===== config.mk =====
export PLATFORM = sky130hd
export DESIGN_NAME = regfile_sb
export DESIGN_NICKNAME = d
export VERILOG_FILES = /design/src/rtl/regfile_sb.sv
export SDC_FILE = /design/constraint.sdc
export NUM_CORES = 1
export LEC_CHECK = 0
export BUFFER_PORTS_ARGS = -buffer_cell sky130_fd_sc_hd__buf_2
export CELL_PAD_IN_SITES_DETAIL_PLACEMENT = 1
export CELL_PAD_IN_SITES_GLOBAL_PLACEMENT = 2
export CORE_UTILIZATION = 46
export CTS_CLUSTER_DIAMETER = 100
export DETAILED_ROUTE_END_ITERATION = 8
export GPL_TIMING_DRIVEN = 0
export PLACE_DENSITY = 0.94
export SLEW_MARGIN = 20
export SYNTH_ARGS = -nofsm -noshare
export SYNTH_HDL_FRONTEND = slang
export SYNTH_SLANG_ARGS = --single-unit

===== constraint.sdc =====
create_clock -name clk -period 5 [get_ports clk]
set_input_delay 1 -clock clk [delete_from_list [all_inputs] [get_ports clk]]
set_output_delay 1 -clock clk [all_outputs]
set_load 0.02 [all_outputs]

===== src/rtl/regfile_sb.sv =====
// rtl/regfile_sb.sv - register file with per-register busy scoreboard
// Two combinational read ports, one write/writeback port, one issue port.
module regfile_sb #(
    parameter int WIDTH   = 16,
    parameter int DEPTH   = 8,
    parameter bit ZERO_R0 = 1'b1,
    parameter bit BYPASS  = 1'b1,
    localparam int AW     = $clog2(DEPTH)
) (
    input  logic             clk,
    input  logic             rst,
    input  logic [AW-1:0]    S1,
    input  logic [AW-1:0]    S2,
    output logic [WIDTH-1:0] V1,
    output logic [WIDTH-1:0] V2,
    input  logic             RW,
    input  logic [AW-1:0]    D,
    input  logic [WIDTH-1:0] WV,
    input  logic             IS,
    input  logic [AW-1:0]    ID,
    output logic             B1,
    output logic             B2,
    output logic [AW:0]      BCNT
);

    logic [WIDTH-1:0] mem_q [DEPTH];
    logic [DEPTH-1:0] busy_q;
    logic [DEPTH-1:0] busy_d;
    logic             wr_en;
    logic             iss_en;
    logic             zero1;
    logic             zero2;
    logic [AW:0]      cnt;

    assign wr_en  = RW && !(ZERO_R0 && (D == '0));
    assign iss_en = IS && !(ZERO_R0 && (ID == '0));
    assign zero1  = ZERO_R0 && (S1 == '0);
    assign zero2  = ZERO_R0 && (S2 == '0);

    // Issue is applied after writeback so a coincident re-issue leaves the register busy.
    always_comb begin
        busy_d = busy_q;
        if (RW) begin
            busy_d[D] = 1'b0;
        end
        if (iss_en) begin
            busy_d[ID] = 1'b1;
        end
    end

    always_ff @(posedge clk) begin
        if (rst) begin
            busy_q <= '0;
            for (int i = 0; i < DEPTH; i++) begin
                mem_q[i] <= '0;
            end
        end else begin
            busy_q <= busy_d;
            if (wr_en) begin
                mem_q[D] <= WV;
            end
        end
    end

    always_comb begin
        V1 = mem_q[S1];
        V2 = mem_q[S2];
        B1 = busy_q[S1];
        B2 = busy_q[S2];
        if (BYPASS && RW && (D == S1)) begin
            V1 = WV;
            if (!(IS && (ID == S1))) begin
                B1 = 1'b0;
            end
        end
        if (BYPASS && RW && (D == S2)) begin
            V2 = WV;
            if (!(IS && (ID == S2))) begin
                B2 = 1'b0;
            end
        end
        if (zero1) begin
            V1 = '0;
            B1 = 1'b0;
        end
        if (zero2) begin
            V2 = '0;
            B2 = 1'b0;
        end
    end

    always_comb begin
        cnt = '0;
        for (int i = 0; i < DEPTH; i++) begin
            cnt = cnt + {{AW{1'b0}}, busy_q[i]};
        end
    end

    assign BCNT = cnt;

endmodule


# After elaboration in Yosys (flattened, before gate mapping)
# Memory sizes are Yosys's and may differ from the RTL's.
# Cells that the tools add are included.
# totals
ram_bits	128
latchBits	0
ff_bits	8
memories	1
romBits	0
# op_classes
magnitude_cmp	6
n_addsub	7
eq_ne	4
n_reduce_logical	15
bitwise_logic	3
shift	0
n_mul	0
n_div	0
muxes	28
# mem_list
memory	depth	word_bits	rd	rd_clocked_by_memory_dff	write_ports	line_no	text
mem_q	8	16	2	0	8	26	logic [WIDTH-1:0] mem_q [DEPTH];
# op_table
operator	count
$mux 16	5
$add 4x1->4	4
$lt 3x4->1 const B	4
$mux 1	16
$mux 8	2
$reduce_or 16->1	1
$eq 3x3->1	4
$logic_not 3->1	4
$and 8x8->8	1
$logic_and 1x1->1	8
$not 8->8	1
$or 8x8->8	1
$bmux 1 s3	2
$demux 1 s3	2
$ge 3x1->1 const B	2
$add 3x1->4	1
$add 2x1->3	1
$mux 3	1
$add 1x1->2	1
$logic_not 1->1	2

# Logic depth before layout (Yosys ltp)
# logic_depth
ltp_word	9
ltp_mapped	9
ltp_nobuf	9

# Least setup slack after synthesis
# Ideal clock, no wire load.
# synth_timing
path_type	reg2out
startpoint	reg busy_q[0]
endpoint	out BCNT[2]
arrival_time_ns	2.788
path_stages_with_launch	10
slack_ns	1.212
cell_sequence	dfxtp_1 > inv_1 > fa_1 > fa_1 > fa_1 > inv_1 > ha_1 > inv_1 > fa_1 > xnor2_1
# synth_via
elab_chain_len	7
# synth_lines
element	line_no	text
start: declaration	27	logic [DEPTH-1:0] busy_q;
start signal: assignment	58	busy_q <= busy_d;
$add 1x1->2	95	cnt = cnt + {{AW{1'b0}}, busy_q[i]};
$add 2x1->3	95	
$add 3x1->4	95	
$add 4x1->4 (4 in series)	95	
end: declaration	23	output logic [AW:0] BCNT
# No other way between the ends.

# Worst setup path in the final report
# Ends and elaborated chain as after synthesis.

==> results.py <==
metrics = {
    "worst_setup_path": {
        "crit_path_max_incr_delay_ps": 620,
        "rrSetupSlack_ps": 4250,
        "arrival_ps": 3430,
        "worst-path-stages": 10,
        "worstSetupStartpoint": "busy_q[0]",
        "critical_path_required_ps": 4000,
        "end_kind": "primary output",
        "cp_slowest_cell": "fa_1",
        "r2r_cells": 2,
        "start_kind": "register",
        "worst-path-buf-inv": 4,
        "r2r_end": "busy_q[0]",
        "cpLargestDelayFamily": "adder cells",
        "crit_fanout": 3,
        "crit_type": "reg -> out",
        "path_common_cell": "fa_1",
        "r2r-start": "busy_q[0]",
        "crit_chain": "inv_1 -> fa_1 -> fa_1 -> fa_1 -> inv_1 -> ha_1 -> inv_1 -> fa_1 -> xnor2_1 -> buf_2",
        "cp-endpoint": "BCNT[2]",
    },
    "flow_run": {
        "max_cap_violations": 0,
    },
    "synth": {
        "synth.avg_cell_area_sq_um": 13.33,
        "synthMuxAreaShare_pct": 18.36,
        "syn-cell-area_sq_um": 8172,
        "synth-async-reset-ratio_pct": 0,
        "synth_top_family_by_area": "multiplexers",
        "yosysWarnings": 0,
        "synth_edf_count": 128,
        "yosysTopAreaCell": "edfxtp_1",
        "synth_top_area_share_pct": 47.04,
        "yosysUniqueCellTypes": 47,
        "synth_fa_ha_area_share_pct": 1.439,
        "synth-xor-area-share_pct": 1.393,
        "synth-seq-area-share_pct": 49.00,
        "synth_compound_area_share_pct": 8.161,
        "ys_top_cells_by_area": "edfxtp_1, mux4_2, and2_1, mux2i_1, a211oi_2",
        "synth_cells": 613,
        "ys_ff_latch": 136,
        "synthSimpleGateAreaFrac_pct": 15.74,
        "synth_ff_type": "edfxtp_1",
    },
    "pwr": {
        "p_total_mw": 3.267,
        "peakVddDrop_v": 0.0002653,
        "p_int_mw": 2.379,
        "power.switching_mw": 0.8877,
        "p_leak_nw": 3.615,
        "pwr-share-clk_pct": 41.2,
        "p_seq_share_pct": 41.9,
        "swShare_pct": 27.17,
        "p_comb_share_pct": 17.0,
        "power_density_nw_per_um2": 342.9,
    },
    "timing": {
        "tns_ps": 0,
        "hold_violations": 0,
        "max_freq_mhz": 225.7,
        "rsz0062_at_grt": "no",
        "slew_viol_final": 0,
        "relSlewSlack_pct": 49.43,
        "period_share_pct": 88.60,
        "finClkSkew_ps": 0,
        "fin_crit_ps": 4430,
        "worst_pin_slew_ps": 757.7,
        "finalSetupViolations": 0,
    },
    "place": {
        "numPortBuffers": 60,
        "place_hpwl_um": 18090,
        "place.gp.congestion": 0.8667,
    },
    "routing": {
        "wirelength_um": 25020,
        "vias_per_cell": 6.160,
        "final_antenna_net_count": 0,
        "wl_per_cell_um": 26.34,
        "vias": 5852,
        "dr.pass1.iters": 5,
        "drt_iter0_drc": 661,
        "drc": 0,
    },
    "cts": {
        "cts-root-buf": "clkbuf_16",
        "cts_buffers": 17,
        "cts_buffer_depth": 2,
        "ctsHtreeMaxLevel": 4,
        "post_cts_buffers": 0,
        "cts.sinks": 136,
        "post_cts_resized": 0,
        "insertion_delay_ps": 430,
        "cts_tree": "yes",
        "clkTransAtPathRegs_ps": 60,
        "postCtsHoldBufs": 0,
    },
    "outcome": {
        "status": "finished clean",
    },
    "global_routing": {
        "grt_pass1_vias": 6235,
        "track_usage_pct": 28.78,
        "grt.overflow.total": 0,
        "grt_pass1_wl_um": 37540,
        "grt_max_degree": 18,
        "antenna_found_initial": 0,
    },
    "final_layout": {
        "diodes": 0,
        "final_common_cell": "edfxtp_1",
        "nNetsFinal": 751,
        "areaGrowthSynthToFinish_pct": 16.60,
        "drive_gt1_share_pct": 31.03,
        "final_cell_mix": "edfxtp_1, and2_1, buf_2",
        "nFillCells": 1777,
    },
    "floorplan": {
        "initial_core_util_pct": 47.24,
        "core_area_sq_um": 17300,
        "rows": 48,
        "dieArea_sq_um": 18300,
        "die_x_um": 135.3,
        "ios": 70,
        "dieHeight_um": 135.3,
    },
    "worst_hold_path": {
        "whs_path_depth": 2,
        "hold_path.class": "reg -> reg",
    },
}
[logic make-up after synthesis]
logic type | count (synthesis)
simple gates | 205
xor+xnor | 13
buf+inv | 67
mux | 102
compound gates | 82
other cells | 1
flops | 136
fa+ha+maj | 7
[synth_stat cells (2+ instances only)]
cell type	count
edfxtp_1	128
and2_1	112
mux2i_1	64
mux4_2	37
o22ai_1	32
nor2_1	31
nor3_1	21
a211oi_2	19
inv_1	17
buf_2	14
nor3_2	14
buf_6	13
xnor2_1	13
a211oi_1	12
clkbuf_1	8
dfxtp_1	8
buf_4	5
o21bai_1	5
a21oi_1	4
fa_1	4
o32ai_1	4
buf_12	3
clkbuf_2	3
ha_1	3
nand2b_1	3
nor2_4	3
nor2b_1	3
a41oi_1	2
and4_1	2
buf_8	2
nand2_1	2
nand2b_4	2
nand3_1	2
nand4_2	2
nor2_2	2
o21ai_0	2
or2_1	2
[final cells by class]
type / instances / area (sq um) / area share, %
Buffer: 50 / 416.7 / 4.373
Tap cell: 225 / 281.5 / 2.955
Inverter: 17 / 63.81 / 0.6697
Clock buffer: 17 / 425.4 / 4.465
Timing Repair Buffer: 65 / 371.6 / 3.900
Sequential cell: 136 / 4004 / 42.02
Multi-Input combinational cell: 425 / 3764 / 39.50
Clock inverter: 15 / 201.4 / 2.114
[worst register-to-register path: stages (launching register included)]
cell and delay, ps:
dfxtp_1 360, inv_1 90, a211oi_1 220
[flip-flops by register name, summed over array words and instances, names as in the netlist]
name / cells
mem_q: 128
busy_q: 8
[worst min path at each step]
stage | to | from | slack, ps
floorplan | busy_q[3] | busy_q[3] | 480
finish | busy_q[0] | busy_q[0] | 550
global placement | busy_q[3] | busy_q[3] | 500
CTS | busy_q[0] | busy_q[0] | 550
detailed placement | busy_q[2] | busy_q[2] | 540
global route | busy_q[0] | busy_q[0] | 580
[metrics by stage]
stage / hold slack (ps) / std cells / area, sq um / util [%] / setup WS (ps)
2_1_floorplan: 479.2 / 628 / 8228 / - / 1212
3_3_place_gp: 498.1 / 913 / 8810 / 50.93 / 1121
3_5_place_dp: 535.4 / 918 / 8901 / 51.46 / 1037
4_1_cts: 545.2 / 950 / 9528 / 55.09 / 558.6
5_1_grt: 575.5 / 950 / 9528 / 55.09 / 473.9
6_report: 545.9 / 950 / 9528 / 55.09 / 570.0
[power groups by stage]
stage / registers, mW / clock network [mW] / logic [mW]
4_1_cts: 1.37 / 1.35 / 0.551
3_5_place_dp: 1.39 / 0 / 0.544
6_report: 1.37 / 1.34 / 0.555
2_1_floorplan: 1.37 / 0 / 0.364
5_1_grt: 1.37 / 1.38 / 0.582
3_3_place_gp: 1.38 / 0 / 0.520
[routing by layer]
metal,vias up,part of all wire (%),track usage [%],wire length (um)
li1,2503,-,-,-
met1,3011,41,37.77,10250
met2,275,49,46.21,12280
met3,63,6.6,5.724,1652
met4,0,3.4,12.92,844
met5,-,0,0,0
Power figures use the tool's default switching activity.
